## config.mk

```make
export PLATFORM = sky130hd
export DESIGN_NAME = uart_tx_line_feeder
export DESIGN_NICKNAME = d
export VERILOG_FILES = /design/src/rtl/uart_tx_line_feeder.sv
export SDC_FILE = /design/constraint.sdc
export NUM_CORES = 1
export LEC_CHECK = 0
export ABC_AREA = 1
export CORE_MARGIN = 3
export CORE_UTILIZATION = 35
export CTS_CLUSTER_DIAMETER = 120
export DETAILED_ROUTE_END_ITERATION = 12
export PLACE_DENSITY = 0.56
export SETUP_SLACK_MARGIN = 0.4
export SLEW_MARGIN = 20
export SYNTH_ARGS = -nofsm -noshare
export SYNTH_HDL_FRONTEND = slang
export SYNTH_SLANG_ARGS = --single-unit
```

## constraint.sdc

```tcl
create_clock -name i_clk_20mhz -period 3.1 [get_ports i_clk_20mhz]
set_clock_uncertainty 0.2 [all_clocks]
set_input_delay 0.31 -clock i_clk_20mhz [delete_from_list [all_inputs] [get_ports i_clk_20mhz]]
set_output_delay 0.31 -clock i_clk_20mhz [all_outputs]
set_load 0.005 [all_outputs]
```

## src/rtl/uart_tx_line_feeder.sv

```systemverilog
`default_nettype none
// ============================================================================
// Module   : uart_tx_line_feeder
// Brief    : Captures an ASCII line and feeds its leading bytes, byte 0 first,
//            into a UART TX FIFO over a valid/ready handshake.
//            Optional macro UART_TX_FEED_SKIP_NUL_EN drops 0x00 bytes.
// Revision : 1.0
// ============================================================================
module uart_tx_line_feeder #(
  parameter int LINE_BYTES = 34,
  parameter int LEN_BITS   = $clog2(LINE_BYTES + 1)
) (
  input  logic                    i_clk_20mhz,
  input  logic                    i_rst_20mhz_n,
  input  logic                    i_tx_go,
  input  logic [LINE_BYTES*8-1:0] i_dat_ascii_line,
  input  logic [LEN_BITS-1:0]     i_line_len,
  output logic [7:0]              o_tx_data,
  output logic                    o_tx_valid,
  input  logic                    i_tx_ready,
  output logic                    o_busy,
  output logic                    o_done
);

  localparam int LINE_W = LINE_BYTES * 8;

  localparam logic [2:0] S_IDLE = 3'd0;
  localparam logic [2:0] S_CAPT = 3'd1;
  localparam logic [2:0] S_DATA = 3'd2;
  localparam logic [2:0] S_DONE = 3'd3;
  localparam logic [2:0] S_WAIT = 3'd4;

  localparam logic [LEN_BITS-1:0] MAX_LEN = LEN_BITS'(LINE_BYTES);
  localparam logic [LEN_BITS-1:0] ONE_LEN = LEN_BITS'(1);

  logic [2:0]          state;
  logic [2:0]          state_nxt;
  logic [LEN_BITS-1:0] count;
  logic [LINE_W-1:0]   line_reg;
  logic [LEN_BITS-1:0] len_clamped;
  logic [7:0]          top_byte;
  logic                skip_byte;
  logic                accept;
  logic                advance;
  logic                last_byte;

  assign top_byte    = line_reg[LINE_W-1 -: 8];
  assign len_clamped = (i_line_len > MAX_LEN) ? MAX_LEN : i_line_len;

`ifdef UART_TX_FEED_SKIP_NUL_EN
  // A NUL at the head is consumed without offering it to the FIFO.
  assign skip_byte = (state == S_DATA) && (top_byte == 8'h00);
`else
  assign skip_byte = 1'b0;
`endif

  assign accept    = o_tx_valid && i_tx_ready;
  assign advance   = accept || skip_byte;
  assign last_byte = (count == ONE_LEN);

  always_ff @(posedge i_clk_20mhz or negedge i_rst_20mhz_n) begin
    if (!i_rst_20mhz_n) begin
      state <= S_IDLE;
    end else begin
      state <= state_nxt;
    end
  end

  always_comb begin
    state_nxt = state;
    case (state)
      S_IDLE: if (i_tx_go) state_nxt = S_CAPT;
      S_CAPT: state_nxt = (len_clamped == '0) ? S_DONE : S_DATA;
      S_DATA: if (advance && last_byte) state_nxt = S_DONE;
      S_DONE: state_nxt = S_WAIT;
      S_WAIT: if (!i_tx_go) state_nxt = S_IDLE;
      default: state_nxt = S_IDLE;
    endcase
  end

  // Line register and remaining-byte counter; shift happens only on advance.
  always_ff @(posedge i_clk_20mhz or negedge i_rst_20mhz_n) begin
    if (!i_rst_20mhz_n) begin
      line_reg <= {LINE_BYTES{8'h20}};
      count    <= '0;
    end else if (state == S_CAPT) begin
      line_reg <= i_dat_ascii_line;
      count    <= len_clamped;
    end else if ((state == S_DATA) && advance) begin
      line_reg <= {line_reg[LINE_W-9:0], 8'h00};
      count    <= count - ONE_LEN;
    end
  end

  always_comb begin
    o_tx_valid = 1'b0;
    o_tx_data  = 8'h00;
    o_done     = 1'b0;
    o_busy     = (state != S_IDLE);
    case (state)
      S_DATA: begin
        o_tx_valid = !skip_byte;
        o_tx_data  = top_byte;
      end
      S_DONE: o_done = 1'b1;
      default: ;
    endcase
  end

endmodule
`default_nettype wire

```

---- Yosys cells after proc, flatten, opt, wreduce, memory -nomap -nowiden ----
Index checks and enable logic that the tools add are counted.
operators by class
  $add $sub $neg .......................... 1
  $lt $le $gt $ge ......................... 1
  equality and inequality tests ........... 8
  multiplexer cells ....................... 13
  reductions and logical operators ........ 8
operators with widths
  operator             count
  $mux 272             2
  $mux 6               3
  $pmux 3 s5           1
  $mux 3               3
  $mux 8               1
  $eq 3x2->1 const B   2
  $eq 6x1->1 const B   1
  $gt 6x6->1 const B   1
  $logic_not 6->1      1
  $ne 2x2->1 const B   3
  $sub 6x1->6 const B  1
  $eq 3x1->1 const B   1
  $eq 3x3->1 const B   1
  $logic_and 1x1->1    3
  $logic_not 3->1      1
  $mux 1               3
  $reduce_and 3->1     1
  $reduce_bool 3->1    1
  $reduce_bool 2->1    1
storage, ports and cells
  bits in registers ....................... 281
  output and inout port bits .............. 11

---- Longest topological paths before layout ----
Gate-level depths: netlist of the first run.
  depth after elaboration ................. 6
  gate-level depth with buffers ........... 9

---- Worst setup path after synthesis of the first run ----
No wires, ideal clock.
  kind .................................... register to register
  start ................................... register state[2]
  end ..................................... register line_reg[182]
  arrival time ............................ 1.220 ns
  required time ........................... 2.781 ns
  path slack .............................. 1.560 ns
  cell stages (with the launch flop) ...... 8
  path through ............................ dfrtp_1 -> inv_2 -> nand4_4 -> buf_6 -> buf_4 -> buf_2 -> o22ai_1 -> nor2_1
on the way
  word-level cells in the longest chain between the ends .. 5
  elaborated cells between the ends (all ways) .. 7
  classes of those cells .................. eq/ne: 2; mux: 2; reduce/logical: 3
RTL lines
  what                         line     RTL
  from (decl)                  36       logic [2:0] state;
  from (signal assigned)       65       state <= state_nxt;
  $eq 3x2->1                   89, 100
  $mux 1                       100      case (state)
  $logic_and 1x1->1            57       assign accept = o_tx_valid && i_tx_ready;
  $logic_and 1x1->1            89       end else if ((state == S_DATA) && advance) begin
  $reduce_bool 2->1 (no line)  -
  to (signal assigned)         84       line_reg <= {LINE_BYTES{8'h20}};
  to (signal assigned)         87       line_reg <= i_dat_ascii_line;
  to (signal assigned)         90       line_reg <= {line_reg[LINE_W-9:0], 8'h00};
  to (decl)                    39       logic [LINE_W-1:0] line_reg;
Parallel ways exist; a longest one is shown, timed or not.
A chain may end at the register's enable or synchronous reset.

---- Worst setup path in the final report of the first run ----
  start ................................... register state[2]
  end ..................................... output port o_tx_data[2]
on the way
  word-level cells in the longest chain between the ends .. 2
RTL lines
  what        line  RTL
  $eq 3x2->1  100
  $mux 8      100
  to (decl)   18    output logic [7:0] o_tx_data,
No other way between the ends.

==> qor.txt, run 1 <==
max FFs per register: 272
crit path kind: reg2out
initial antenna violation count: 1
core footprint: 32900 um2
Max Freq: 393 MHz
IO Pins: 293
CTS buffer count: 31
Worst Path Required: 2590 ps
die area: 36000 um2
area grow syn2layout: 36.2%
Rel. slew slack: 41.2%
clk slew on worst S/H paths: 60 ps
IO buf count: 292
Startpoint Class: flop
Peak VDD IR: 761 uV
CP Cell Sequence: inv_2 -> nand3_4 -> nor2_1 -> clkdlybuf4s50_1
Buf/Inv on CP: 2
CP Capture Type: output port
vias in the first global route: 10153
CTS sink count: 281
vias post-DR: 10103
endpoints failing setup: 0
post-DP HPWL: 23.5 mm
post-synthesis sequential area ratio: 59.9%
die height: 190 um
synthesized flop and latch total: 281
largest net degree at the start of global routing: 169
final hold violation count: 0
Arrival @ worst endpoint: 2040 ps
Post-Syn Area: 11800 um2
Initial Util: 35.9%
global route overflow: 0
nets@finish: 1850
CTS tree: done
Vias/cell: 4.96
final worst path period share: 82.1%
fillers: 3184
Crit-path slowest cell: clkdlybuf4s50_1
max-cap violation count: 0
H-tree levels: 1
Cell variety after synth: 27
Mean Syn Cell Area: 8.99 um2
final wirelength: 35.2 mm
1st-pass router iterations: 4
outcome: complete, no violations
Final min period: 2550 ps
Detail Route Antenna Nets: 0
Power Dens Cells: 1020 nW/um2
first-pass GRT wire length: 55.8 mm
Final Max Slew Viols: 0
Setup TNS: 0 ps
Crit path max-delay family: buffers and inverters
Total GRT Usage: 19.1%
Cells after Synth: 1313
Post-Syn Nets: 1597
HP Class: in2reg
DIE WIDTH: 190 um
Syn. warnings: 0
Clock Path Buffers: 3
Root Buffer: clkbuf_16
Worst-Skew Late Latency: 550 ps
fraction of layout cells with a size suffix above 1: 6.98%
RSZ-0062 raised after global routing: no
Leakage Power: 6.53 nW
Crit Path Max Fanout: 10
DR DRC count: 0
Routed wire per std cell: 17.3 um
worst hold slack: 88.5 ps
Worst path max stage delay: 530 ps
gpl congestion: 0.796
Initial DRC Count: 557
Slew @ Worst Pin: 882 ps
# rows: 66
==> where the power goes <==
| part | internal, mW | switching, mW |
|---|---|---|
| clock network | 2.11 | 1.48 |
| registers | 5.68 | 1.02 |
| logic | 2.47 | 3.68 |
==> metal layers <==
| metal | part of all wire (%) | up-vias | global-route usage, % | wire (um) |
|---|---|---|---|---|
| met5 | 0.037 | - | 0 | 13 |
| met4 | 2.3 | 2 | 4.58 | 824 |
| met3 | 6.3 | 52 | 4.37 | 2230 |
| met2 | 46 | 264 | 29.6 | 16100 |
| met1 | 46 | 4820 | 27.4 | 16100 |
| li1 | - | 4965 | - | - |
==> metrics by stage <==
step	power, mW	area (um2)	instances	util, %	setup slack, ps
after floorplan	11.1	11800	1313	-	1560
after global placement	12.8	15100	1974	45.8	731
after detailed placement	13.0	15100	1974	45.8	677
after CTS	16.7	16100	2033	48.9	415
after global routing	17.8	16100	2033	48.9	465
final	16.4	16100	2035	48.9	555
==> path summary, 6_finish.rpt <==
kind / from / to / slack, ps / depth (start not counted)
setup / recovery: state[2]$_DFFE_PN0P_ / o_tx_data[2] / 550 / 4
min in group asynchronous: i_rst_20mhz_n / line_reg[250]$_DFFE_PN0P_ / 150 / 2
setup reg to reg: state[1]$_DFFE_PN0P_ / line_reg[270]$_DFFE_PN0P_ / 960 / 5
max in group asynchronous: i_rst_20mhz_n / line_reg[101]$_DFFE_PN1P_ / 1640 / 3
hold / removal: i_dat_ascii_line[5] / line_reg[5]$_DFFE_PN1P_ / 90 / 3
hold reg to reg: line_reg[239]$_DFFE_PN0P_ / line_reg[239]$_DFFE_PN0P_ / 280 / 2
==> layout make-up <==
type | instances | area (um2) | area share [%]
multi-input combinational | 920 | 4220 | 26.2
inverter | 22 | 82.6 | 0.513
clock inverter | 10 | 81.3 | 0.506
sequential | 281 | 7070 | 44.0
clock buffer | 48 | 920 | 5.72
tap | 442 | 553 | 3.44
timing repair buffer | 310 | 3150 | 19.6
antenna | 2 | 5.00 | 0.0311
==> worst min-delay path: stages <==
cell and delay [ps]:
clkdlybuf4s50_1 400, nand2_1 60, o21ai_1 60
==> placed cells by master, fill, tap and decap left out, types with 2 or more instances in the layout <==
cell type / count
dfrtp_1: 247
a21oi_1: 19
clkbuf_16: 31
diode_2: 2
o22ai_1: 222
inv_1: 16
inv_2: 5
o21ai_1: 4
nor3_1: 3
nand3_1: 39
xnor2_1: 2
clkinv_2: 7
nand3_4: 2
nand2_1: 143
buf_12: 7
ha_1: 2
dfstp_2: 34
nor2_1: 460
clkbuf_1: 9
clkdlybuf4s50_1: 291
clkbuf_8: 8
a31oi_1: 2
buf_4: 10
o21ai_0: 16
==> kinds of logic after synthesis <==
group	count (synthesis)	synth area share [%]
flops	281	59.9
xor+xnor	2	0.148
fa+ha+maj	2	0.212
buf+inv	112	4.65
simple gates	651	21.4
compound gates	265	13.7
==> cells in the mapped netlist <==
| master | number | share of area (%) |
|---|---|---|
| nand4_4 | 1 | 0.18 |
| o211ai_1 | 1 | 0.064 |
| inv_2 | 5 | 0.16 |
| a31oi_1 | 2 | 0.11 |
| nand3_2 | 1 | 0.085 |
| a31o_2 | 1 | 0.074 |
| clkinv_1 | 1 | 0.032 |
| or2_1 | 1 | 0.053 |
| xnor2_1 | 2 | 0.15 |
| nor3_1 | 3 | 0.13 |
| ha_1 | 2 | 0.21 |
| a21oi_1 | 19 | 0.81 |
| nand2_1 | 143 | 4.5 |
| dfrtp_1 | 247 | 52 |
| inv_1 | 16 | 0.51 |
| o21ai_1 | 4 | 0.17 |
| o22ai_1 | 222 | 12 |
| clkbuf_1 | 10 | 0.32 |
| nand2_2 | 1 | 0.053 |
| nand3b_1 | 1 | 0.064 |
| buf_6 | 1 | 0.095 |
| o21ai_0 | 16 | 0.68 |
| nor2_1 | 460 | 15 |
| buf_2 | 70 | 3.0 |
| buf_4 | 9 | 0.57 |
| dfstp_2 | 34 | 7.6 |
| nand3_1 | 40 | 1.7 |
==> timing repair <==
item                                    in CTS  in global routing
setup buffers                                0                  0
gates resized for setup                      1                  1
endpoints found under the setup margin       9                  8
cloned                                       0                  0
hold buffers                                 1                  0
pin swaps                                    0                  0
endpoints found under the hold margin       73                  0
No activity file was read; power rests on OpenSTA's default activity.
==> run 2, diff against run 1 <==
PLACE_DENSITY = 0.58   (was 0.56)
clock period = 2.2 ns   (was 3.1 ns; I/O delays follow)
==> run 2 against run 1 <==
Power increased by 70%; via count up 6.3%; register-to-register slack worse by 660 ps; critical endpoint is now line_reg[96]$_DFFE_PN0P_; global-route usage increased by 1.2 points; clock power rose by 51%; clock-buffer cell count grew 9; design area increased by 12%; die area stayed put; highest routed layer unchanged; sequential share of layout area decreased by 4.8 points; non-clock buffer count increased by 77.
==> qor.txt, run 2 (synthesis results as in run 1) <==
Initial Util: 35.9% (unchanged)
top sig layer: met5
Setup Slack @ Placement: -157 ps (-833 ps)
Power Dens Cells: 1550 nW/um2 (+52%)
post-DP HPWL: 23.6 mm (+0.56%)
core footprint: 32900 um2 (unchanged)
endpoints failing setup: 0 (unchanged)
global route overflow: 0 (unchanged)
H-tree levels: 2 (+1)
final core utilization: 55.0% (+6.0 points)
met3 routed WL: 3.03 mm (+36%)
Worst path max stage delay: 390 ps (-140 ps)
Detail Route Antenna Nets: 0 (unchanged)
Worst-Skew Late Latency: 510 ps (-40 ps)
IO buf count: 292 (unchanged)
worst hold slack: 33.8 ps (-54.7 ps)
non-filler cells, final: 2115 (+3.9%)
Peak VDD IR: 674 uV (-11%)
max FFs per register: 272 (unchanged)
HP Start: i_dat_ascii_line[5]
Final min period: 1900 ps
met2 WL: 19.7 mm (+22%)
RSZ-0062 raised after global routing: yes
Vias/cell: 5.08 (+2.3%)
HP Class: in2reg
Slew @ Worst Pin: 573 ps (-309 ps)
CTS tree: done
CP Capture Type: flop
wire length on met1: 17.8 mm (+11%)
final wirelength: 41.1 mm (+17%)
max-cap violation count: 0 (unchanged)
fraction of layout cells with a size suffix above 1: 17.8% (+11 points)
# placed instances: 1986 (+0.61%)
Startpoint Class: flop
Final Max Slew Viols: 0 (unchanged)
Arrival @ worst endpoint: 2140 ps (+100 ps)
IO Pins: 293 (unchanged)
Root Buffer: clkbuf_16
DR DRC count: 0 (unchanged)
gpl congestion: 0.818 (+2.8%)
clk slew on worst S/H paths: 60 ps (about the same)
most common cell after layout, fill and taps aside: nor2_1
DIE WIDTH: 190 um (unchanged)
crit path kind: reg2reg
die area: 36000 um2 (unchanged)
first-pass GRT wire length: 58.4 mm (+4.8%)
# rows: 66 (unchanged)
CTS sink count: 281 (unchanged)
CTS buffer count: 34 (+9.7%)
1st-pass router iterations: 5 (+1)
cell mode on critical path: nor2_1
Crit-path slowest cell: dfrtp_1
vias in the first global route: 10641 (+4.8%)
area grow syn2layout: 53.0%
nets@finish: 1930 (+4.3%)
initial antenna violation count: 4 (+3)
crit path launch: state[0]$_DFFE_PN0P_
Routed wire per std cell: 19.4 um (+12%)
final worst path period share: 86.3%
CP Cell Sequence: inv_2 -> buf_4 -> nand4_4 -> nand2_8 -> buf_16 -> buf_12 -> clkbuf_16 -> nor2_1 -> nor2_1
Rel. slew slack: 61.8% (+21 points)
Worst Slack Setup Final: 301 ps (-254 ps)
most frequent cells in the layout: nor2_1 (399), clkdlybuf4s50_1 (280), dfrtp_1 (246), o22ai_1 (214), nand2_1 (132)
worst r2r src: state[0]$_DFFE_PN0P_
largest net degree at the start of global routing: 98 (-42%)
Setup TNS: 0 ps (unchanged)
die height: 190 um (unchanged)
Worst Path Required: 2440 ps (-150 ps)
Clock Path Buffers: 3 (unchanged)
outcome: complete, no violations
Crit Path Max Fanout: 8 (-2)
Max Freq: 527 MHz
Initial DRC Count: 611 (+9.7%)
Leakage Power: 7.39 nW (+13%)
Total GRT Usage: 20.2% (+1.2 points)
vias post-DR: 10740 (+6.3%)
final hold violation count: 0 (unchanged)
-- run 2: cell count changes in the layout (fill, tap and decap cells not counted), moves of 8 or more --
cell	before	now
nor2_1	460	399
nor2_2	0	35
nor2_4	0	26
clkbuf_16	31	54
buf_4	10	27
buf_6	0	17
buf_16	0	15
clkdlybuf4s50_1	291	280
nand2_1	143	132
nand2_2	0	10
buf_12	7	15
o22ai_1	222	214
-- run 2: worst paths after layout --
check	to	slack, ps	cells past startpoint
max	line_reg[96]$_DFFE_PN0P_	300	9
min	line_reg[5]$_DFFE_PN1P_	30	3
max reg2reg	line_reg[96]$_DFFE_PN0P_	300	9
min reg2reg	line_reg[255]$_DFFE_PN0P_	280	2
max in group asynchronous	line_reg[173]$_DFFE_PN1P_	920	3
min in group asynchronous	line_reg[194]$_DFFE_PN0P_	60	2
-- run 2: metal layers --
layer | vias to the layer above | GRT usage, %
li1 | 5142 | -
met1 | 5224 | 27.2
met2 | 326 | 33.2
met3 | 42 | 5.36
met4 | 6 | 4.24
met5 | - | 0
-- run 2: final cells by class --
class	count	area, um2
Antenna cell	1	2.50
Clock inverter	5	25.0
Multi-Input combinational cell	920	4680
Tap cell	442	553
Clock buffer	57	1060
Sequential cell	281	7080
Inverter	22	108
Fill cell	2980	14800
Timing Repair Buffer	387	4560
-- run 2: power breakdown --
part | switching (mW) | internal, mW | total, mW
Combinational | 6.84 | 6.17 | 13.0
Clock | 2.14 | 3.28 | 5.42
Sequential | 1.57 | 8.02 | 9.59
-- run 2: metrics by stage --
| stage | power [mW] | cell area, um2 |
|---|---|---|
| after floorplan | 15.6 | 11800 |
| after global placement | 18.4 | 15300 |
| after detailed placement | 18.7 | 15300 |
| after CTS | 25.5 | 16900 |
| after global routing | 30.0 | 18100 |
| final | 28.0 | 18100 |
-- run 2: worst max-delay path, delay by kind of cell, from the launching register on --
kind	cells	cell delay (ps)
and+or+nand+nor	4	560
buffers and inverters	5	690
DFF	1	390
-- run 2: repair_timing --
action / CTS / global route
hold buffers: 1 / 0
endpoints found under the hold margin: 229 / 0
cloned: 9 / 23
pin swaps: 3 / 70
gates resized for setup: 81 / 154
buffers inserted: 17 / 16
endpoints found under the setup margin: 194 / 287
==> run 3, diff against run 2 <==
RECOVER_POWER = 100   (was unset)
==> run 3 against run 2 <==
Wire length barely moved; global-route usage did not move; sequential power fell by 0.6%; critical path depth fell by 5.
==> qor.txt, run 3 (synthesis results as in run 1) <==
Peak VDD IR: 673 uV (-0.15%)
WHS Endpoint: line_reg[5]$_DFFE_PN1P_
CTS sink count: 281 (unchanged)
CTS tree: done
Worst Slack Setup Final: 194 ps (-107 ps)
Clock Path Buffers: 3 (unchanged)
die area: 36000 um2 (unchanged)
Buf/Inv on CP: 2 (-3)
CTS buffer count: 34 (unchanged)
vias in the first global route: 10641 (unchanged)
Leakage Power: 7.27 nW (-1.6%)
crit path kind: reg2out
# rows: 66 (unchanged)
global route overflow: 0 (unchanged)
vias post-DR: 10771 (+0.29%)
max FFs per register: 272 (unchanged)
Max Freq: 498 MHz (-5.3%)
final hold violation count: 0 (unchanged)
final core utilization: 53.9% (-1.1 points)
post-DP HPWL: 23.6 mm (unchanged)
Final Max Slew Viols: 0 (unchanged)
worst r2r src: state[0]$_DFFE_PN0P_
Initial DRC Count: 717 (+17%)
core footprint: 32900 um2 (unchanged)
most frequent cells in the layout: nor2_1 (423), clkdlybuf4s50_1 (280), dfrtp_1 (247), o22ai_1 (214), nand2_1 (136)
RSZ-0062 raised after global routing: yes
clk slew on worst S/H paths: 60 ps (about the same)
final wirelength: 41.1 mm (about the same)
Slew @ Worst Pin: 1000 ps (+430 ps)
Worst path max stage delay: 480 ps (+90 ps)
initial antenna violation count: 4 (unchanged)
CP Cell Sequence: nand3_4 -> clkbuf_2 -> nor2_4 -> clkbuf_1
hold depth: 3 (unchanged)
CP Capture Type: output port
Arrival @ worst endpoint: 1590 ps (-550 ps)
fraction of layout cells with a size suffix above 1: 15.1% (-2.6 points)
Worst Path Required: 1780 ps (-660 ps)
IO buf count: 292 (unchanged)
DR DRC count: 0 (unchanged)
Reg2Reg Depth: 8 (-1)
Power Dens Cells: 1540 nW/um2 (-0.70%)
endpoints failing setup: 0 (unchanged)
Crit Path Max Fanout: 5 (-3)
H-tree levels: 2 (unchanged)
1st-pass router iterations: 5 (unchanged)
Final min period: 2010 ps (+107 ps)
most common cell after layout, fill and taps aside: nor2_1
Detail Route Antenna Nets: 0 (unchanged)
max-cap violation count: 0 (unchanged)
Root Buffer: clkbuf_16
HP Class: in2reg
Total GRT Usage: 20.2% (unchanged)
Routed wire per std cell: 19.4 um (about the same)
Setup TNS: 0 ps (unchanged)
area grow syn2layout: 50.0%
IO Pins: 293 (unchanged)
Setup Slack @ Placement: -157 ps (unchanged)
Reg-to-Reg End: line_reg[218]$_DFFE_PN0P_
Initial Util: 35.9% (unchanged)
die height: 190 um (unchanged)
DIE WIDTH: 190 um (unchanged)
Worst-Skew Late Latency: 510 ps (about the same)
first-pass GRT wire length: 58.4 mm (unchanged)
final worst path period share: 91.2% (+4.9 points)
nets@finish: 1930 (unchanged)
gpl congestion: 0.818 (unchanged)
Crit path max-delay family: flip-flops
Startpoint Class: flop
FF-to-FF setup slack: 210 ps (-90 ps)
Rel. slew slack: 33.2% (-29 points)
largest net degree at the start of global routing: 98 (unchanged)
Vias/cell: 5.09 (+0.29%)
Crit-path slowest cell: dfrtp_1
outcome: complete, no violations
HP Start: i_dat_ascii_line[5]
crit path launch: state[1]$_DFFE_PN0P_
## run 3: cell types whose count changed in the layout (fill, tap and decap cells not counted), moves of 3 or more
cell	previous run	this run
buf_2	5	2
buf_4	27	13
clkbuf_1	14	26
clkbuf_16	54	49
clkbuf_2	0	12
clkbuf_4	0	4
nand2_1	132	136
nand2_2	10	6
nor2_1	399	423
nor2_2	35	18
nor2_4	26	19
o21ai_0	13	16
o21ai_1	5	2
## run 3: metrics by stage
stage | area [um2] | cells | total power [mW] | hold slack (ps)
after floorplan | 11800 | 1313 | 15.6 | -276
after global placement | 15300 | 1986 | 18.4 | 26.7
after detailed placement | 15300 | 1986 | 18.7 | 22.1
after CTS | 16900 | 2075 | 25.5 | 12.8
after global routing | 17700 | 2115 | 29.2 | 56.1
final | 17700 | 2115 | 27.3 | 34.0
## run 3: what timing repair did
item | in CTS | in global routing
hold endpoints to repair | 229 | 0
cloned | 9 | 23
buffers inserted | 17 | 16
pin swaps | 3 | 70
setup endpoints to repair | 194 | 287
hold buffers | 1 | 0
gates resized for setup | 81 | 154
## run 3: area by class of cell
class,count,area (um2)
antenna,1,2.50
clock buffer,57,1060
clock inverter,5,25.0
fill,3034,15200
inverter,22,96.3
multi-input combinational,920,4550
sequential,281,7070
tap,442,553
timing repair buffer,387,4350
## run 3: worst min-delay path: cells and delay by family
kind | cells | cell delay [ps]
buf+inv | 1 | 400
simple gates | 1 | 60
compound gates | 1 | 50
## run 3: how the worst max path moves through the flow
stage / to / cells past startpoint
5_1_grt: o_tx_data[5] / 4
3_3_place_gp: count[3]$_DFFE_PN0P_ / 9
4_1_cts: o_tx_data[7] / 5
3_5_place_dp: count[3]$_DFFE_PN0P_ / 9
6_report: o_tx_data[5] / 4
2_1_floorplan: line_reg[223]$_DFFE_PN0P_ / 7
## run 3: metal layers
layer  wire, um  up-vias  track usage, %
li1           -     5136               -
met1      17700     5263            27.2
met2      19800      324            33.2
met3       3030       42            5.36
met4        539        6            4.24
met5         41        -               0
## run 3: report_power, final
| group | switching (mW) | internal [mW] | total [mW] |
|---|---|---|---|
| Clock | 2.14 | 3.28 | 5.42 |
| Sequential | 1.51 | 8.02 | 9.53 |
| Combinational | 6.64 | 5.70 | 12.3 |
| Total | 10.3 | 17.0 | 27.3 |
